==> config.mk <==
export PLATFORM = sky130hd
export DESIGN_NAME = debug_unit_controller_flat
export DESIGN_NICKNAME = d
export VERILOG_FILES = /design/src/rtl/debug_unit_controller_if.sv /design/src/rtl/debug_unit_controller.sv /design/src/flat_wrapper.sv
export SDC_FILE = /design/constraint.sdc
export NUM_CORES = 1
export LEC_CHECK = 0
export BUFFER_PORTS_ARGS = -buffer_cell sky130_fd_sc_hd__buf_2
export CAP_MARGIN = 40
export CORE_MARGIN = 2
export CORE_UTILIZATION = 46
export CTS_CLUSTER_DIAMETER = 100
export DETAILED_ROUTE_END_ITERATION = 8
export PLACE_DENSITY = 0.8
export SYNTH_ARGS = -nofsm -noshare
export SYNTH_HDL_FRONTEND = slang
export SYNTH_SLANG_ARGS = --single-unit
==> constraint.sdc <==
create_clock -name i_clock -period 2.1 [get_ports i_clock]
set_input_delay 0.105 -clock i_clock [delete_from_list [all_inputs] [get_ports i_clock]]
set_output_delay 0.105 -clock i_clock [all_outputs]
set_load 0.005 [all_outputs]
==> src/rtl/debug_unit_controller_if.sv <==
// Byte-wide UART stream between the debug unit controller (master) and the UART (slave).
// rx_done / tx_start / tx_done are single-cycle strobes: rx_data is valid only while rx_done is high,
// tx_start launches tx_data, and tx_data must stay put until tx_done reports the transmitter is idle.
interface debug_unit_controller_if #(
   parameter int NB_MEM_WIDTH = 8
);
   logic [NB_MEM_WIDTH-1:0] rx_data;
   logic                    rx_done;
   logic [NB_MEM_WIDTH-1:0] tx_data;
   logic                    tx_start;
   logic                    tx_done;

   modport master (input rx_data, rx_done, tx_done, output tx_data, tx_start);
   modport slave  (output rx_data, rx_done, tx_done, input tx_data, tx_start);
endinterface

==> src/rtl/debug_unit_controller.sv <==
// Host-side debug controller: loads the program from UART, runs/steps the pipeline,
// then streams back last PC, the register bank and data memory over UART.
module debug_unit_controller #(
   parameter int NB_PC               = 32,
   parameter int NB_DATA             = 32,
   parameter int NB_REG              = 5,
   parameter int NB_ADDR             = 32,
   parameter int NB_memory_data_ADDR = 7,
   parameter int NB_MEM_WIDTH        = 8
) (
   input  logic                           i_clock,
   input  logic                           i_reset,
   debug_unit_controller_if.master        uart,
   input  logic                           i_halt,
   input  logic [NB_PC-1:0]               i_last_pc,
   input  logic [NB_DATA-1:0]             i_bank_register_data,
   input  logic [NB_MEM_WIDTH-1:0]        i_mem_data_data,
   output logic                           o_pc_enable,
   output logic                           o_read_enable,
   output logic                           o_pipeline_enable,
   output logic                           o_pc_reset,
   output logic                           o_ID_reset,
   output logic                           o_reset_forward_stall,
   output logic                           o_instru_mem_enable,
   output logic                           o_bank_register_enable,
   output logic                           o_mem_data_enable,
   output logic                           o_unit_control_enable,
   output logic                           o_instru_mem_write_enable,
   output logic [NB_MEM_WIDTH-1:0]        o_instru_mem_data,
   output logic [NB_ADDR-1:0]             o_instru_mem_addr,
   output logic                           o_bank_register_read_enable,
   output logic [NB_REG-1:0]              o_bank_register_addr,
   output logic                           o_mem_data_read_enable,
   output logic [NB_memory_data_ADDR-1:0] o_mem_data_read_addr,
   output logic                           o_MEM_debug_unit_flag,
   output logic [3:0]                     o_debug_state
);

   typedef enum logic [3:0] {
      IDLE      = 4'd0,
      LOAD_LEN  = 4'd1,
      LOAD_BYTE = 4'd2,
      RUN       = 4'd3,
      STEP      = 4'd4,
      DUMP_PC   = 4'd5,
      DUMP_REG  = 4'd6,
      DUMP_MEM  = 4'd7,
      TX_WAIT   = 4'd8
   } state_e;

   localparam logic [NB_MEM_WIDTH-1:0] CMD_LOAD = 8'h01;
   localparam logic [NB_MEM_WIDTH-1:0] CMD_RUN  = 8'h02;
   localparam logic [NB_MEM_WIDTH-1:0] CMD_STEP = 8'h03;

   state_e                          state;
   state_e                          ret_state;
   logic                            halted;
   logic                            loaded;
   logic                            adv_en;
   logic                            pipe_rst;
   logic                            unit_en;
   logic                            wr_en;
   logic [NB_MEM_WIDTH-1:0]         wr_data;
   logic [NB_ADDR-1:0]              wr_addr;
   logic [NB_ADDR-1:0]              byte_addr;
   logic [10:0]                     load_total;
   logic                            reg_rd;
   logic [NB_REG-1:0]               reg_idx;
   logic                            mem_rd;
   logic [NB_memory_data_ADDR-1:0]  mem_addr;
   logic                            mem_flag;
   logic [NB_DATA-1:0]              dump_word;
   logic [1:0]                      byte_idx;
   logic [1:0]                      rd_phase;
   logic [NB_MEM_WIDTH-1:0]         tx_data;
   logic                            tx_start;

   always_ff @(posedge i_clock) begin
      if (i_reset) begin
         state      <= IDLE;
         ret_state  <= IDLE;
         halted     <= 1'b0;
         loaded     <= 1'b0;
         adv_en     <= 1'b0;
         pipe_rst   <= 1'b1;
         unit_en    <= 1'b0;
         wr_en      <= 1'b0;
         wr_data    <= '0;
         wr_addr    <= '0;
         byte_addr  <= '0;
         load_total <= '0;
         reg_rd     <= 1'b0;
         reg_idx    <= '0;
         mem_rd     <= 1'b0;
         mem_addr   <= '0;
         mem_flag   <= 1'b0;
         dump_word  <= '0;
         byte_idx   <= '0;
         rd_phase   <= '0;
         tx_data    <= '0;
         tx_start   <= 1'b0;
      end else begin
         unit_en  <= 1'b1;
         wr_en    <= 1'b0;
         tx_start <= 1'b0;
         reg_rd   <= 1'b0;
         mem_rd   <= 1'b0;
         adv_en   <= 1'b0;

         case (state)
            IDLE: begin
               if (loaded) pipe_rst <= 1'b0;
               if (uart.rx_done) begin
                  case (uart.rx_data)
                     CMD_LOAD: begin
                        state    <= LOAD_LEN;
                        pipe_rst <= 1'b1;
                     end
                     CMD_RUN: begin
                        if (halted) state <= DUMP_PC;
                        else begin
                           state  <= RUN;
                           adv_en <= 1'b1;
                        end
                     end
                     CMD_STEP: begin
                        if (halted) state <= DUMP_PC;
                        else begin
                           state  <= STEP;
                           adv_en <= 1'b1;
                        end
                     end
                     default: ;
                  endcase
               end
            end

            LOAD_LEN: begin
               if (uart.rx_done) begin
                  // A word count of zero stands for 256 words.
                  load_total <= (uart.rx_data == '0) ? 11'd1024 : {1'b0, uart.rx_data, 2'b00};
                  byte_addr  <= '0;
                  halted     <= 1'b0;
                  state      <= LOAD_BYTE;
               end
            end

            LOAD_BYTE: begin
               if (uart.rx_done) begin
                  wr_data   <= uart.rx_data;
                  wr_addr   <= byte_addr;
                  wr_en     <= 1'b1;
                  byte_addr <= byte_addr + 1'b1;
                  if (byte_addr[10:0] + 11'd1 == load_total) begin
                     state  <= IDLE;
                     loaded <= 1'b1;
                  end
               end
            end

            RUN: begin
               if (i_halt) begin
                  halted <= 1'b1;
                  state  <= DUMP_PC;
               end else begin
                  adv_en <= 1'b1;
               end
            end

            STEP: begin
               if (i_halt) halted <= 1'b1;
               state <= DUMP_PC;
            end

            DUMP_PC: begin
               if (rd_phase == 2'd0) begin
                  dump_word <= NB_DATA'(i_last_pc);
                  rd_phase  <= 2'd3;
               end else begin
                  tx_data   <= dump_word[NB_DATA-1 -: NB_MEM_WIDTH];
                  dump_word <= dump_word << NB_MEM_WIDTH;
                  tx_start  <= 1'b1;
                  byte_idx  <= byte_idx + 1'b1;
                  state     <= TX_WAIT;
                  if (byte_idx == 2'd3) begin
                     ret_state <= DUMP_REG;
                     reg_idx   <= '0;
                     rd_phase  <= 2'd0;
                  end else begin
                     ret_state <= DUMP_PC;
                  end
               end
            end

            // Register reads: request, wait one cycle of read latency, capture, then send 4 bytes.
            DUMP_REG: begin
               case (rd_phase)
                  2'd0: begin
                     reg_rd   <= 1'b1;
                     rd_phase <= 2'd1;
                  end
                  2'd1: rd_phase <= 2'd2;
                  2'd2: begin
                     dump_word <= i_bank_register_data;
                     rd_phase  <= 2'd3;
                  end
                  default: begin
                     tx_data   <= dump_word[NB_DATA-1 -: NB_MEM_WIDTH];
                     dump_word <= dump_word << NB_MEM_WIDTH;
                     tx_start  <= 1'b1;
                     byte_idx  <= byte_idx + 1'b1;
                     state     <= TX_WAIT;
                     ret_state <= DUMP_REG;
                     if (byte_idx == 2'd3) begin
                        rd_phase <= 2'd0;
                        if (&reg_idx) begin
                           ret_state <= DUMP_MEM;
                           mem_addr  <= '0;
                        end else begin
                           reg_idx <= reg_idx + 1'b1;
                        end
                     end
                  end
               endcase
            end

            DUMP_MEM: begin
               case (rd_phase)
                  2'd0: begin
                     mem_rd   <= 1'b1;
                     rd_phase <= 2'd1;
                  end
                  2'd1: rd_phase <= 2'd2;
                  default: begin
                     tx_data  <= i_mem_data_data;
                     tx_start <= 1'b1;
                     state    <= TX_WAIT;
                     rd_phase <= 2'd0;
                     if (&mem_addr) begin
                        ret_state <= IDLE;
                     end else begin
                        mem_addr  <= mem_addr + 1'b1;
                        ret_state <= DUMP_MEM;
                     end
                  end
               endcase
            end

            TX_WAIT: begin
               if (uart.tx_done) begin
                  state    <= ret_state;
                  mem_flag <= (ret_state == DUMP_MEM);
               end
            end

            default: state <= IDLE;
         endcase
      end
   end

   assign uart.tx_data                = tx_data;
   assign uart.tx_start               = tx_start;
   assign o_pc_enable                 = adv_en;
   assign o_read_enable               = adv_en;
   assign o_pipeline_enable           = adv_en;
   assign o_pc_reset                  = pipe_rst;
   assign o_ID_reset                  = pipe_rst;
   assign o_reset_forward_stall       = pipe_rst;
   assign o_instru_mem_enable         = unit_en;
   assign o_bank_register_enable      = unit_en;
   assign o_mem_data_enable           = unit_en;
   assign o_unit_control_enable       = unit_en;
   assign o_instru_mem_write_enable   = wr_en;
   assign o_instru_mem_data           = wr_data;
   assign o_instru_mem_addr           = wr_addr;
   assign o_bank_register_read_enable = reg_rd;
   assign o_bank_register_addr        = reg_idx;
   assign o_mem_data_read_enable      = mem_rd;
   assign o_mem_data_read_addr        = mem_addr;
   assign o_MEM_debug_unit_flag       = mem_flag;
   assign o_debug_state               = state;

endmodule

==> src/flat_wrapper.sv <==
// flat-port wrapper written by rule: the top's interface ports become plain ports
module debug_unit_controller_flat 
#(
   parameter int NB_PC               = 32,
   parameter int NB_DATA             = 32,
   parameter int NB_REG              = 5,
   parameter int NB_ADDR             = 32,
   parameter int NB_memory_data_ADDR = 7,
   parameter int NB_MEM_WIDTH        = 8
)
  (i_clock, i_reset, i_halt, i_last_pc, i_bank_register_data, i_mem_data_data, o_pc_enable, o_read_enable, o_pipeline_enable, o_pc_reset, o_ID_reset, o_reset_forward_stall, o_instru_mem_enable, o_bank_register_enable, o_mem_data_enable, o_unit_control_enable, o_instru_mem_write_enable, o_instru_mem_data, o_instru_mem_addr, o_bank_register_read_enable, o_bank_register_addr, o_mem_data_read_enable, o_mem_data_read_addr, o_MEM_debug_unit_flag, o_debug_state, uart_rx_data, uart_rx_done, uart_tx_done, uart_tx_data, uart_tx_start);
  debug_unit_controller_if #(.NB_MEM_WIDTH(NB_MEM_WIDTH)) uart_i ();
  input  logic i_clock;
  input  logic i_reset;
  input  logic i_halt;
  input  logic [NB_PC-1:0] i_last_pc;
  input  logic [NB_DATA-1:0] i_bank_register_data;
  input  logic [NB_MEM_WIDTH-1:0] i_mem_data_data;
  output logic o_pc_enable;
  output logic o_read_enable;
  output logic o_pipeline_enable;
  output logic o_pc_reset;
  output logic o_ID_reset;
  output logic o_reset_forward_stall;
  output logic o_instru_mem_enable;
  output logic o_bank_register_enable;
  output logic o_mem_data_enable;
  output logic o_unit_control_enable;
  output logic o_instru_mem_write_enable;
  output logic [NB_MEM_WIDTH-1:0] o_instru_mem_data;
  output logic [NB_ADDR-1:0] o_instru_mem_addr;
  output logic o_bank_register_read_enable;
  output logic [NB_REG-1:0] o_bank_register_addr;
  output logic o_mem_data_read_enable;
  output logic [NB_memory_data_ADDR-1:0] o_mem_data_read_addr;
  output logic o_MEM_debug_unit_flag;
  output logic [3:0] o_debug_state;
  input wire logic [$bits(uart_i.rx_data)-1:0] uart_rx_data;
  input wire logic [$bits(uart_i.rx_done)-1:0] uart_rx_done;
  input wire logic [$bits(uart_i.tx_done)-1:0] uart_tx_done;
  output wire logic [$bits(uart_i.tx_data)-1:0] uart_tx_data;
  output wire logic [$bits(uart_i.tx_start)-1:0] uart_tx_start;
  assign uart_i.rx_data = uart_rx_data;
  assign uart_i.rx_done = uart_rx_done;
  assign uart_i.tx_done = uart_tx_done;
  assign uart_tx_data = uart_i.tx_data;
  assign uart_tx_start = uart_i.tx_start;
  debug_unit_controller #(.NB_PC(NB_PC), .NB_DATA(NB_DATA), .NB_REG(NB_REG), .NB_ADDR(NB_ADDR), .NB_memory_data_ADDR(NB_memory_data_ADDR), .NB_MEM_WIDTH(NB_MEM_WIDTH)) u_core (.i_clock(i_clock), .i_reset(i_reset), .uart(uart_i), .i_halt(i_halt), .i_last_pc(i_last_pc), .i_bank_register_data(i_bank_register_data), .i_mem_data_data(i_mem_data_data), .o_pc_enable(o_pc_enable), .o_read_enable(o_read_enable), .o_pipeline_enable(o_pipeline_enable), .o_pc_reset(o_pc_reset), .o_ID_reset(o_ID_reset), .o_reset_forward_stall(o_reset_forward_stall), .o_instru_mem_enable(o_instru_mem_enable), .o_bank_register_enable(o_bank_register_enable), .o_mem_data_enable(o_mem_data_enable), .o_unit_control_enable(o_unit_control_enable), .o_instru_mem_write_enable(o_instru_mem_write_enable), .o_instru_mem_data(o_instru_mem_data), .o_instru_mem_addr(o_instru_mem_addr), .o_bank_register_read_enable(o_bank_register_read_enable), .o_bank_register_addr(o_bank_register_addr), .o_mem_data_read_enable(o_mem_data_read_enable), .o_mem_data_read_addr(o_mem_data_read_addr), .o_MEM_debug_unit_flag(o_MEM_debug_unit_flag), .o_debug_state(o_debug_state));
endmodule
==> results.py <==
metrics = {
    "drt": {
        "drc": 0,
        "ant_nets": 0,
        "routed_wl_mm": 20.1,
        "first_iter_violations": 524,
        "vias": 7334,
        "firstDrtPassIters": 6,
        "drt-vias-per-instance": 5.50,
        "drt-wirelength-per-cell_um": 15.1,
    },
    "job": {
        "drv_cap": 0,
    },
    "synthesis": {
        "synth_nets": 1010,
        "ys_warn_count": 0,
        "synth_largest_area_cell": "dfxtp_1",
        "synth_cells": 914,
        "ys_async_sr_fraction_pct": 0,
        "synth-edff-count": 0,
        "muxShareOfSynthArea_pct": 1.24,
        "ys_top_cells_by_area": "dfxtp_1 42%, nand2_1 7.7%, a21oi_1 6.5%, nor2_1 5.1%, xnor2_1 3.0%",
        "synthSimpleGateAreaFrac_pct": 25.0,
        "synth_xor_area_share_pct": 4.33,
        "syn_area_per_cell_um2": 7.97,
        "ys_ff_latch": 154,
        "synth_compound_gate_area_share_pct": 19.8,
        "synth_ff_type": "dfxtp_1",
        "synth_fa_ha_area_share_pct": 1.89,
        "synth_top_area_share_pct": 42.3,
        "ys_seq_area_share_pct": 42.3,
        "syn_area_um2": 7280,
        "synth_top_family_by_area": "simple AND/OR/NAND/NOR gates",
        "synth.distinct_cells": 67,
    },
    "floorplanning": {
        "rows": 45,
        "die_h_um": 130,
        "die-area_um2": 16900,
        "ios": 164,
        "core_um2": 15300,
        "initial_core_util_pct": 47.5,
        "die_w_um": 130,
    },
    "power_and_ir_drop": {
        "leakage_uw": 0.00373,
        "vdd_drop_max_mv": 0.565,
        "power_density_nw_per_um2": 819,
    },
    "sta": {
        "drv_slew": 0,
        "min_period_ps": 2040,
        "maxSlewHeadroom_pct": 60.3,
        "whs_ps": 39.7,
        "fmax_ghz": 0.491,
        "fin_ws_ps": 62.7,
        "final.setup.tns_ps": 0,
        "worst_pin_slew_ps": 589,
        "finalSetupViolCount": 0,
        "post-route-period-util_pct": 97.0,
        "fin_worst_skew_ps": 8.55,
        "rsz0062_at_grt": "yes",
        "hold_viol_final": 0,
    },
    "grt": {
        "grt_overflow": 0,
        "grt_pass1_vias": 7137,
        "grt_max_degree": 123,
        "antenna_found_initial": 0,
        "grt_pass1_wl_mm": 33.3,
        "grt_use_total_pct": 24.4,
    },
    "clocking": {
        "clk_latency_ps": 430,
        "cts_sinks": 154,
        "cts_tree": "yes",
        "cts.path.max_buffers": 2,
        "h-tree-depth": 4,
        "clk_pin_slew_worst_paths_ps": 60,
        "cts_buffers": 17,
        "cts_root_buffer": "clkbuf_16",
    },
    "critical_path": {
        "timing.rr.start": "u_core.o_bank_register_addr[1]",
        "critPathCaptureType": "register",
        "path_max_fanout": 4,
        "cpMaxStageDelayCell": "dfxtp_2",
        "critPathTopFamily": "simple AND/OR/NAND/NOR gates",
        "worst_setup_path_start_kind": "register",
        "worstPathArrival_ps": 2330,
        "crit_path_frequent_cell": "ha_2",
        "required_ps": 2390,
        "crit_buf_inv": 1,
        "cp_cell_sequence": "ha_2 > and3_4 > ha_2 > and4b_2 > o21ai_4 > buf_4 > a21oi_4 > nand4_1 > xor2_1 > nor2_1",
        "startpoint": "u_core.o_bank_register_addr[1]",
        "critPathMaxStageDelay_ps": 350,
        "critical_path_class": "register to register",
    },
    "cells_and_area": {
        "drive_gt1_share_pct": 25.0,
        "area_growth_syn_to_layout_pct": 31.5,
        "finalNetCount": 1205,
        "n_fill_cell": 1310,
        "fin_util_pct": 62.5,
    },
    "placement": {
        "port_buffers": 163,
        "place_ws_ps": -51.6,
        "gp_congestion": 0.890,
        "hpwl_mm": 13.3,
    },
    "min_path": {
        "hp-start": "i_reset",
        "holdCritPathClass": "primary input to register",
    },
    "status": {
        "status": "completed",
    },
}
## Yosys cell counts (3+ instances only)
cell type	number
and3_1	7
o21ai_0	16
o211ai_1	25
a31oi_1	3
nand2_1	150
and2_1	6
nand2b_1	4
nor2b_1	7
nor4_1	15
nand3_1	43
xnor2_1	25
and4_1	5
o21a_1	4
clkbuf_1	57
or3_1	3
nor2_1	99
buf_2	11
mux2i_1	9
nor3_1	19
a21oi_1	95
nand4_1	15
buf_4	8
inv_1	15
xor2_1	11
o22a_1	24
ha_1	11
a211oi_1	3
a22oi_1	6
nor3b_1	4
dfxtp_1	154
a311oi_1	17
## layer usage
layer | vias up | track usage (%) | wire length, um
li1 | 3609 | - | -
met1 | 3398 | 29.1 | 8450
met2 | 280 | 42.7 | 10100
met3 | 47 | 5.90 | 1230
met4 | 0 | 8.86 | 353
met5 | - | 0 | 0
## placed cells by master, fill, tap and decap left out, types with 3 or more instances in the layout
cell type	count
o21a_1	4
xor2_1	11
buf_4	51
dlygate4sd3_1	33
o21ai_0	16
clkbuf_16	17
a211oi_1	3
or3_1	3
and4_1	5
a311oi_1	17
nor2_1	99
o211ai_1	25
xnor2_1	25
buf_12	6
nor3_1	17
nand4_1	15
inv_1	15
dfxtp_2	5
nor2b_1	6
dfxtp_1	149
a22oi_1	6
nor4_1	14
buf_2	162
ha_1	9
a31oi_1	3
nand2b_1	4
nand3_1	43
nand2_1	149
and3_1	6
o22a_1	24
clkinv_4	4
nor3b_1	3
bufinv_16	3
clkinvlp_4	5
mux2i_1	9
and2_1	6
a21oi_1	93
## what timing repair did
action                                  in CTS  in global routing
endpoints found under the setup margin      42                112
gates resized for setup                      3                 21
endpoints found under the hold margin       32                  0
hold buffers                                33                  0
pin swaps                                    0                  4
buffers inserted                             0                  4
## stage by stage
stage / instance area, um2 / total power [uW] / std cells
floorplan: 7280 / 4090 / 914
global placement: 8520 / 4640 / 1263
detailed placement: 8530 / 4670 / 1264
CTS: 9470 / 7830 / 1329
global route: 9570 / 8180 / 1333
finish: 9570 / 7840 / 1334
## registers in the layout (all words and copies together), names as in the netlist
signal	flops
u_core.byte_addr	32
u_core.dump_word	32
u_core.o_instru_mem_addr	32
u_core.load_total	9
u_core.o_instru_mem_data	8
u_core.uart.tx_data	8
u_core.o_mem_data_read_addr	7
u_core.o_bank_register_addr	5
u_core.o_debug_state	4
u_core.ret_state	3
u_core.byte_idx	2
u_core.rd_phase	2
u_core.halted	1
u_core.loaded	1
u_core.o_ID_reset	1
u_core.o_MEM_debug_unit_flag	1
u_core.o_bank_register_enable	1
u_core.o_bank_register_read_enable	1
u_core.o_instru_mem_write_enable	1
u_core.o_mem_data_read_enable	1
u_core.o_pc_enable	1
u_core.uart.tx_start	1
## kinds of logic after synthesis
logic type / count (synthesis)
simple gates: 392
compound gates: 218
flops: 154
buf+inv: 94
xor+xnor: 36
fa+ha+maj: 11
mux: 9
## final timing paths
path	endpoint	slack [ps]	cells past startpoint
max	u_core.o_mem_data_read_addr[5]	60	10
min	u_core.o_bank_register_enable	40	2
max reg2reg	u_core.o_mem_data_read_addr[5]	60	10
min reg2reg	u_core.dump_word[24]	450	2
## layout make-up
cell class / count / area (um2) / area share, %
Antenna cell: 1 / 2.50 / 0.0261
Clock buffer: 18 / 429 / 4.48
Clock inverter: 14 / 174 / 1.82
Inverter: 16 / 63.8 / 0.666
Multi-Input combinational cell: 666 / 3880 / 40.6
Sequential cell: 154 / 3090 / 32.3
Tap cell: 211 / 264 / 2.76
Timing Repair Buffer: 254 / 1670 / 17.4
## where the power goes
group | switching [uW] | total, uW | leakage, uW | internal (uW)
combinational | 883 | 1580 | 0.00220 | 702
sequential | 101 | 3130 | 0.00124 | 3030
clock | 1250 | 3130 | 0.000282 | 1870
## worst register-to-register path, stage by stage (launching register included)
cell and delay [ps]:
dfxtp_2 350, ha_2 190, and3_4 180, ha_2 180, and4b_2 280, o21ai_4 90, buf_4 150, a21oi_4 150
nand4_1 130, xor2_1 160, nor2_1 50
Power figures use the tool's default switching activity.
